### src/rtl/reg_view_pkg.sv
// Shared seven-segment helpers for the board display logic.
// Glyphs are active-low, bit order {g,f,e,d,c,b,a}.
// Contents: SEG_0..SEG_F glyph constants, SEG_BLANK, hex_to_seg().
package reg_view_pkg;

  localparam logic [6:0] SEG_0     = 7'b1000000;
  localparam logic [6:0] SEG_1     = 7'b1111001;
  localparam logic [6:0] SEG_2     = 7'b0100100;
  localparam logic [6:0] SEG_3     = 7'b0110000;
  localparam logic [6:0] SEG_4     = 7'b0011001;
  localparam logic [6:0] SEG_5     = 7'b0010010;
  localparam logic [6:0] SEG_6     = 7'b0000010;
  localparam logic [6:0] SEG_7     = 7'b1111000;
  localparam logic [6:0] SEG_8     = 7'b0000000;
  localparam logic [6:0] SEG_9     = 7'b0010000;
  localparam logic [6:0] SEG_A     = 7'b0001000;
  localparam logic [6:0] SEG_B     = 7'b0000011;
  localparam logic [6:0] SEG_C     = 7'b1000110;
  localparam logic [6:0] SEG_D     = 7'b0100001;
  localparam logic [6:0] SEG_E     = 7'b0000110;
  localparam logic [6:0] SEG_F     = 7'b0001110;
  localparam logic [6:0] SEG_BLANK = 7'b1111111;

  function automatic logic [6:0] hex_to_seg(input logic [3:0] nibble);
    case (nibble)
      4'h0: return SEG_0;
      4'h1: return SEG_1;
      4'h2: return SEG_2;
      4'h3: return SEG_3;
      4'h4: return SEG_4;
      4'h5: return SEG_5;
      4'h6: return SEG_6;
      4'h7: return SEG_7;
      4'h8: return SEG_8;
      4'h9: return SEG_9;
      4'hA: return SEG_A;
      4'hB: return SEG_B;
      4'hC: return SEG_C;
      4'hD: return SEG_D;
      4'hE: return SEG_E;
      default: return SEG_F;
    endcase
  endfunction

endpackage

### src/rtl/reg_view_display_if.sv
// Signal bundle between the board top level and reg_view_display.
//   ch_data : packed channels, channel i at [i*DATA_W +: DATA_W]
//   Next    : raw push-button level (asynchronous)
//   Freeze  : hold displayed value, ignore Next
//   Sel     : current channel index
//   HEX     : DIGITS active-low data digits, digit 0 at [6:0]
//   HEX_SEL : active-low glyph of Sel
// master = board side driving inputs, slave = display block.
interface reg_view_display_if #(
  parameter int DATA_W = 16,
  parameter int NUM_CH = 8,
  parameter int DIGITS = 4
);
  logic [NUM_CH*DATA_W-1:0]   ch_data;
  logic                       Next;
  logic                       Freeze;
  logic [$clog2(NUM_CH)-1:0]  Sel;
  logic [DIGITS*7-1:0]        HEX;
  logic [6:0]                 HEX_SEL;

  modport master (output ch_data, Next, Freeze, input Sel, HEX, HEX_SEL);
  modport slave  (input ch_data, Next, Freeze, output Sel, HEX, HEX_SEL);
endinterface

### src/rtl/reg_view_display_debounce.sv
// button_debounce: 2-flop synchroniser, counter debouncer and 0->1 pulse.
//   Clock, Reset : clock, synchronous active-high reset
//   raw          : asynchronous button level
//   level        : debounced level
//   rise         : high in the cycle whose edge moves level 0->1
module button_debounce
  import reg_view_pkg::*;
#(
  parameter int DEBOUNCE_CYC = 4
) (
  input  logic Clock,
  input  logic Reset,
  input  logic raw,
  output logic level,
  output logic rise
);
  localparam int CW = (DEBOUNCE_CYC > 1) ? $clog2(DEBOUNCE_CYC) : 1;
  localparam logic [CW-1:0] CNT_LAST = CW'(DEBOUNCE_CYC - 1);

  logic          s1, s2, stable;
  logic [CW-1:0] cnt;
  logic          accept;

  // Disagreement has persisted for DEBOUNCE_CYC samples including this one.
  assign accept = (s2 != stable) && (cnt == CNT_LAST);

  always_ff @(posedge Clock) begin
    if (Reset) begin
      s1     <= 1'b0;
      s2     <= 1'b0;
      stable <= 1'b0;
      cnt    <= '0;
    end else begin
      s1 <= raw;
      s2 <= s1;
      if (s2 == stable) begin
        cnt <= '0;
      end else if (accept) begin
        stable <= s2;
        cnt    <= '0;
      end else begin
        cnt <= cnt + 1'b1;
      end
    end
  end

  assign level = stable;
  // Combinational so the channel step lands on the same edge as the level.
  assign rise  = accept & s2;
endmodule

### src/rtl/reg_view_display.sv
// reg_view_display: browsable register view on seven-segment displays.
//   Clock, Reset : clock, synchronous active-high reset
//   bus (slave)  : ch_data/Next/Freeze in, Sel/HEX/HEX_SEL out
// Build option REG_VIEW_BLANK_LEADING_ZEROS_EN: blank digits above the most
// significant non-zero nibble (digit 0 always shown).
module reg_view_display
  import reg_view_pkg::*;
#(
  parameter int DATA_W       = 16,
  parameter int NUM_CH       = 8,
  parameter int DIGITS       = 4,
  parameter int DEBOUNCE_CYC = 4
) (
  input  logic                 Clock,
  input  logic                 Reset,
  reg_view_display_if.slave    bus
);
  localparam int SEL_W = $clog2(NUM_CH);
  localparam int HEX_W = DIGITS * 4;
  localparam logic [SEL_W-1:0] SEL_LAST = SEL_W'(NUM_CH - 1);

  logic [SEL_W-1:0]           sel;
  logic [DATA_W-1:0]          shadow;
  logic [HEX_W-1:0]           padded;
  logic [DIGITS-1:0][6:0]     hex_d;
  logic                       level, rise;

  button_debounce #(.DEBOUNCE_CYC(DEBOUNCE_CYC)) u_btn (
    .Clock (Clock),
    .Reset (Reset),
    .raw   (bus.Next),
    .level (level),
    .rise  (rise)
  );

  always_ff @(posedge Clock) begin
    if (Reset) begin
      sel    <= '0;
      shadow <= '0;
    end else if (!bus.Freeze) begin
      // Shadow samples with the pre-step Sel, so a new channel shows one edge later.
      shadow <= bus.ch_data[int'(sel)*DATA_W +: DATA_W];
      if (rise && !level)
        sel <= (sel == SEL_LAST) ? '0 : sel + 1'b1;
    end
  end

  assign padded = HEX_W'(shadow);

  for (genvar i = 0; i < DIGITS; i++) begin : g_dig
`ifdef REG_VIEW_BLANK_LEADING_ZEROS_EN
    if (i == 0) begin : g_lsd
      assign hex_d[i] = hex_to_seg(padded[i*4 +: 4]);
    end else begin : g_upper
      assign hex_d[i] = (padded[HEX_W-1:i*4] == '0) ? SEG_BLANK
                                                    : hex_to_seg(padded[i*4 +: 4]);
    end
`else
    assign hex_d[i] = hex_to_seg(padded[i*4 +: 4]);
`endif
  end

  assign bus.HEX     = hex_d;
  assign bus.Sel     = sel;
  assign bus.HEX_SEL = hex_to_seg(4'(sel));
endmodule

### src/flat_wrapper.sv
// flat-port wrapper written by rule: the top's interface ports become plain ports
module reg_view_display_flat import reg_view_pkg::*;
#(
  parameter int DATA_W       = 16,
  parameter int NUM_CH       = 8,
  parameter int DIGITS       = 4,
  parameter int DEBOUNCE_CYC = 4
)
  (Clock, Reset, bus_ch_data, bus_Next, bus_Freeze, bus_Sel, bus_HEX, bus_HEX_SEL);
  reg_view_display_if #(.DATA_W(DATA_W), .NUM_CH(NUM_CH), .DIGITS(DIGITS)) bus_i ();
  input  logic Clock;
  input  logic Reset;
  input wire logic [$bits(bus_i.ch_data)-1:0] bus_ch_data;
  input wire logic [$bits(bus_i.Next)-1:0] bus_Next;
  input wire logic [$bits(bus_i.Freeze)-1:0] bus_Freeze;
  output wire logic [$bits(bus_i.Sel)-1:0] bus_Sel;
  output wire logic [$bits(bus_i.HEX)-1:0] bus_HEX;
  output wire logic [$bits(bus_i.HEX_SEL)-1:0] bus_HEX_SEL;
  assign bus_i.ch_data = bus_ch_data;
  assign bus_i.Next = bus_Next;
  assign bus_i.Freeze = bus_Freeze;
  assign bus_Sel = bus_i.Sel;
  assign bus_HEX = bus_i.HEX;
  assign bus_HEX_SEL = bus_i.HEX_SEL;
  reg_view_display #(.DATA_W(DATA_W), .NUM_CH(NUM_CH), .DIGITS(DIGITS), .DEBOUNCE_CYC(DEBOUNCE_CYC)) u_core (.Clock(Clock), .Reset(Reset), .bus(bus_i));
endmodule
### config.mk
export PLATFORM = sky130hd
export DESIGN_NAME = reg_view_display_flat
export DESIGN_NICKNAME = d
export VERILOG_FILES = /design/src/rtl/reg_view_pkg.sv /design/src/rtl/reg_view_display_if.sv /design/src/rtl/reg_view_display_debounce.sv /design/src/rtl/reg_view_display.sv /design/src/flat_wrapper.sv
export SDC_FILE = /design/constraint.sdc
export NUM_CORES = 1
export LEC_CHECK = 0
export CAP_MARGIN = 5
export CORE_ASPECT_RATIO = 1.25
export CORE_UTILIZATION = 38
export CTS_CLUSTER_DIAMETER = 100
export DETAILED_ROUTE_END_ITERATION = 10
export PLACE_DENSITY = 0.77
export SYNTH_ARGS = -nofsm -noshare
export SYNTH_HDL_FRONTEND = slang
export SYNTH_SLANG_ARGS = --single-unit
### constraint.sdc
create_clock -name Clock -period 2.7 [get_ports Clock]
set_input_delay 0.54 -clock Clock [delete_from_list [all_inputs] [get_ports Clock]]
set_output_delay 0.54 -clock Clock [all_outputs]
set_load 0.05 [all_outputs]
== Word-level counts from Yosys, hierarchy flattened ==
Memories as Yosys holds them, arrays and structs flattened. A register that Yosys moved wholly into a read port is not among the register bits.
Index checks and enable logic that the tools add are counted.

* Add/subtract/negate cells: 2
* Equal/unequal tests: 4
* Shift-type cells: 1
* Muxes and demuxes: 11
* Bitwise operators: 3
* Reduce and logical (&&, ||, !) cells: 6

{| class="wikitable"
|+ Operators with widths
! operator !! number
|-
| $shiftx A128 B8 Y16 || 1
|-
| $mux W4 || 8
|-
| $mux W3 || 3
|-
| $reduce_and A2 Y1 || 2
|-
| $add A3 B1 Y3 const B || 1
|-
| $eq A3 B3 Y1 const B || 1
|-
| $reduce_or A3 Y1 || 1
|-
| $add A2 B1 Y2 const B || 1
|-
| $eq A2 B2 Y1 const B || 1
|-
| $logic_and A1 B1 Y1 || 2
|-
| $not A1 Y1 || 2
|-
| $and A1 B1 Y1 || 1
|-
| $eq A1 B1 Y1 || 1
|-
| $logic_not A1 Y1 || 1
|-
| $ne A1 B1 Y1 || 1
|}

* Bits in registers: 24
* Bits in read-only memories: 504
* Input bits: 132
* Output and inout bits: 38
* Logic and storage cells: 38
* Memories: 5

{| class="wikitable"
|+ Memory list
! memory !! depth !! bits a word !! rd ports !! clocked after memory_dff !! wr ports !! line !! RTL
|-
| (name not given) || 16 || 7 || 1 || 1 || 0 || reg_view_pkg.sv:25 || <nowiki>case (nibble)</nowiki>
|-
| (name not given) || 16 || 7 || 1 || 1 || 0 || reg_view_pkg.sv:25 ||
|-
| (name not given) || 16 || 7 || 1 || 1 || 0 || reg_view_pkg.sv:25 ||
|-
| (name not given) || 16 || 7 || 1 || 1 || 0 || reg_view_pkg.sv:25 ||
|-
| (name not given) || 8 || 7 || 1 || 1 || 0 || reg_view_pkg.sv:25 ||
|}

== Longest topological paths before layout ==
* Word-level depth: 7
* Mapped depth: 13

== Hierarchy ==
A second synthesis with hierarchy kept.

* Cell total of the unflattened synthesis: 396
* Area, all modules: 3960.0 sq um

{| class="wikitable"
|+ Modules (own cells, without submodules)
! module !! instances !! cells each !! area an instance (sq um) !! sequential area each (sq um)
|-
| reg_view_display || 1 || 381 || 3786.1 || 1081.0
|-
| button_debounce || 1 || 15 || 173.9 || 100.1
|}

== Least setup slack after synthesis ==
OpenSTA, ideal clock, no wires.

* Path type: register to register
* Start: register u_core.sel[2] (netlist: u_core.bus.Sel[2])
* End: register, netlist name u_core.bus.HEX[10]
* Setup time: 0.139 ns
* Data arrival time: 2.884 ns
* Data required time: 2.561 ns
* Slack: -0.323 ns
* Cell stages (with the launch flop): 14
* Buffers on the path: 3
* Cell sequence: dfxtp_1 buf_2 buf_2 buf_2 mux4_2 mux2i_1 nand2_1 o21ai_0 nor2_1 inv_1 ha_1 and2_1 a211oi_1 a21oi_1

* Word-level cells in the longest chain between the ends: 3

{| class="wikitable"
|+ Ends and longest elaborated chain
! element !! line !! RTL
|-
| start, declared || reg_view_display.sv:22 || <nowiki>logic [SEL_W-1:0] sel;</nowiki>
|-
| start signal, assigned || reg_view_display.sv:44 || <nowiki>sel <= (sel == SEL_LAST) ? '0 : sel + 1'b1;</nowiki>
|-
| $shiftx A128 B8 Y16 || reg_view_display.sv:42 || <nowiki>shadow <= bus.ch_data[int'(sel)*DATA_W +: DATA_W];</nowiki>
|-
| $mux W4 (no line) (2 in series) || n/a ||
|}

No other way between the ends.
A chain may end at the register's enable or synchronous reset.

== Worst setup path in the final report ==
* Start: input port bus_ch_data[36]
* End: register, netlist name u_core.bus.HEX[10]

* Word-level cells in the longest chain between the ends: 3

{| class="wikitable"
|+ Ends and longest elaborated chain
! element !! line !! RTL
|-
| start, declared || flat_wrapper.sv:13 || <nowiki>input wire logic [$bits(bus_i.ch_data)-1:0] bus_ch_data;</nowiki>
|-
| $shiftx A128 B8 Y16 || reg_view_display.sv:42 ||
|-
| $mux W4 (no line) (2 in series) || n/a ||
|}

No other way between the ends.

==> impl_metrics.json <==
{
  "fp.dieW_um": 90.6,
  "crit_arrival_ns": 2.73,
  "drv_cap": 0,
  "num_vias": 3553,
  "clock-sinks": 59,
  "critPathMaxStageDelay_ns": 0.49,
  "syn_to_final_growth_pct": 63.1,
  "start_util_pct": 39.0,
  "num-fill-cells": 768,
  "first_iter_violations": 64,
  "diodes": 0,
  "drive_gt1_share_pct": 18.1,
  "synth.distinct_cells": 48,
  "p_leak_nw": 2.35,
  "fmax_ghz": 0.396,
  "yosysWarnings": 0,
  "io_pins": 170,
  "hold_path.class": "flop to flop",
  "dp_slack_ns": -0.156,
  "slew_headroom_pct": 64.3,
  "final_nets": 725,
  "gp_congestion": 0.858,
  "status": "finished clean",
  "worst_slew_pin_slew_ns": 0.536,
  "grt_max_degree": 30,
  "path_cells": "clkdlybuf4s50_1 -> mux4_2 -> mux2i_2 -> nand2_1 -> o21ai_1 -> nor2_1 -> inv_1 -> ha_1 -> and2_1 -> a211oi_1 -> a21oi_1",
  "crit_buf_inv": 2,
  "grt.total_usage_pct": 22.4,
  "cts_tree": "yes",
  "ir_drop_v": 0.000336,
  "ys_seq_elements": 59,
  "clockBufferDepth": 2,
  "drv_slew": 0,
  "fin_util_pct": 63.6,
  "post_cts_buffers": 0,
  "die_y_um": 113,
  "htreeDepth": 3,
  "synth-edff-count": 0,
  "gr-max-usage-layer": "met2",
  "clk_pin_slew_worst_paths_ns": 0.05,
  "period_share_pct": 93.6,
  "synth_area_um2": 3730,
  "port_buffers": 169,
  "grt_overflow": 0,
  "power.density_nw_per_um2": 467,
  "vias_per_cell": 5.11,
  "hp-start": "u_core.u_btn.cnt[0]$_SDFF_PP0_",
  "floorplan.rows": 40,
  "min_period_ns": 2.53,
  "syn_area_per_cell_um2": 10.2,
  "wire_per_inst_um": 16.2,
  "finalClockSkew_ns": 0.00857,
  "core_area_um2": 9560,
  "slowest_stage": "mux4_2",
  "grt_pass1_wl_um": 17700,
  "hold_slack_ns": 0.423,
  "r2r-start": "u_core.bus.Sel[0]$_SDFFE_PP0N_",
  "ctsRootBufferMaster": "clkbuf_16",
  "syn_nets": 526,
  "setup_viol": 0,
  "critPathTopFamily": "multiplexers",
  "synth_cells": 366,
  "layout_setup_ws_ns": 0.172,
  "cp_max_fo": 3,
  "route.detailed.drc": 0,
  "dr.pass1.iters": 6,
  "finalWirelength_um": 11200,
  "cts_resized": 0,
  "grtUsageMet1_pct": 23.3,
  "synthArstFlopShare_pct": 0,
  "hpwl_um": 8880,
  "cts_hold_buffers": 0,
  "required_ns": 2.90,
  "ys.flop_type": "dfxtp_1",
  "finalHoldViolCount": 0,
  "use_met2_pct": 41.9,
  "endpoint_kind": "flop",
  "rsz0062_at_grt": "false",
  "crit_type": "input port to flop",
  "grt_pass1_vias": 3769,
  "antenna_found_initial": 0,
  "die_area_um2": 10200,
  "grtUsageMet3_pct": 4.50,
  "numCtsBuffers": 9,
  "antenna_left": 0,
  "yosysSeqAreaShare_pct": 31.7,
  "startpoint": "bus_ch_data[36]",
  "clock_latency_ns": 0.33,
  "critPathLaunchType": "input port"
}
area by class of cell:
class	count	area [um^2]	area share, %
Sequential cell	59	1190	19.6
Tap cell	126	158	2.59
Timing Repair Buffer	213	2030	33.5
Inverter	21	91.3	1.50
Clock buffer	12	246	4.06
Clock inverter	3	40.0	0.659
Multi-Input combinational cell	261	2320	38.1
cells in the final DEF (no fill, tap or decap), types with 4 or more instances in the layout:
| master | instances |
|---|---|
| nor2_1 | 35 |
| inv_1 | 19 |
| clkdlybuf4s50_1 | 169 |
| nand2b_1 | 6 |
| nand2_1 | 21 |
| buf_4 | 43 |
| o22ai_1 | 14 |
| a21oi_1 | 6 |
| clkbuf_16 | 9 |
| a211oi_1 | 5 |
| mux4_2 | 26 |
| o21ai_0 | 9 |
| nor3_1 | 13 |
| mux2i_1 | 34 |
| ha_1 | 28 |
| and2_1 | 5 |
| mux2_2 | 7 |
| nand3_1 | 5 |
| dfxtp_1 | 56 |
| o31ai_1 | 4 |
power breakdown:
part	switching, mW	total [mW]	internal (mW)
Clock	0.387	1.12	0.730
Sequential	0.0173	0.953	0.935
Combinational	0.375	0.772	0.397
metrics by stage:
stage	area, um^2	TNS [ns]	instances	power (mW)
2_1_floorplan	3740	-0.00519	366	1.36
3_3_place_gp	5780	-0.313	680	1.72
3_5_place_dp	5780	-0.713	680	1.74
4_1_cts	6070	0	695	2.86
5_1_grt	6080	0	695	2.95
6_report	6080	0	695	2.84
worst paths after layout:
check	endpoint	slack (ns)	depth (start not counted)
worst max-delay path	u_core.bus.HEX[10]$_DFF_P_	0.17	11
worst min-delay path	u_core.u_btn.cnt[0]$_SDFF_PP0_	0.42	1
worst max register to register	u_core.bus.HEX[5]$_DFF_P_	0.19	9
worst min register to register	u_core.u_btn.cnt[0]$_SDFF_PP0_	0.42	1
kinds of logic after synthesis:
group | Yosys count | share of synthesized area [%]
fa+ha+maj | 28 | 9.40
flops | 59 | 31.7
compound gates | 60 | 11.0
xor+xnor | 2 | 0.470
buf+inv | 46 | 6.38
mux | 69 | 27.9
simple gates | 102 | 13.1
sequential cells by signal, indices dropped and copies added (netlist names):
signal              cells
u_core.padded          16
u_core.bus.Sel          3
u_core.bus.HEX_SEL      7
u_core.u_btn.s2         1
u_core.bus.HEX         28
u_core.u_btn.cnt        2
u_core.u_btn.level      1
u_core.u_btn.s1         1
worst reg2reg max path: stages, from the launching register on:
cell and delay [ns]:
dfxtp_4 0.54, buf_12 0.20, mux4_2 0.53, o22ai_1 0.23
nor3_1 0.11, buf_4 0.16, ha_1 0.24, mux2_2 0.28
nand2_1 0.06, nand2_1 0.04
cell usage after synthesis (all sizes together), types with 4 or more instances:
cell type	count	area share [%]
a211oi	6	1.3
a21oi	6	0.81
and2	5	0.84
buf	18	3.2
clkbuf	7	0.71
dfxtp	59	32
ha	28	9.4
inv	20	2.0
mux2	7	2.1
mux2i	35	9.4
mux4	27	16
nand2	21	2.1
nand2b	6	1.0
nand3	5	0.67
nor2	36	3.7
nor3	14	2.0
o21ai	11	1.5
o22ai	14	2.4
o31ai	4	0.81
or2	4	0.67
routing by layer:
metal / up-vias / share of wire [%]
met2: 139 / 53
met1: 1665 / 38
met5: - / 0
li1: 1729 / -
met3: 20 / 6.6
met4: 0 / 2.3
Power figures use the tool's default switching activity.
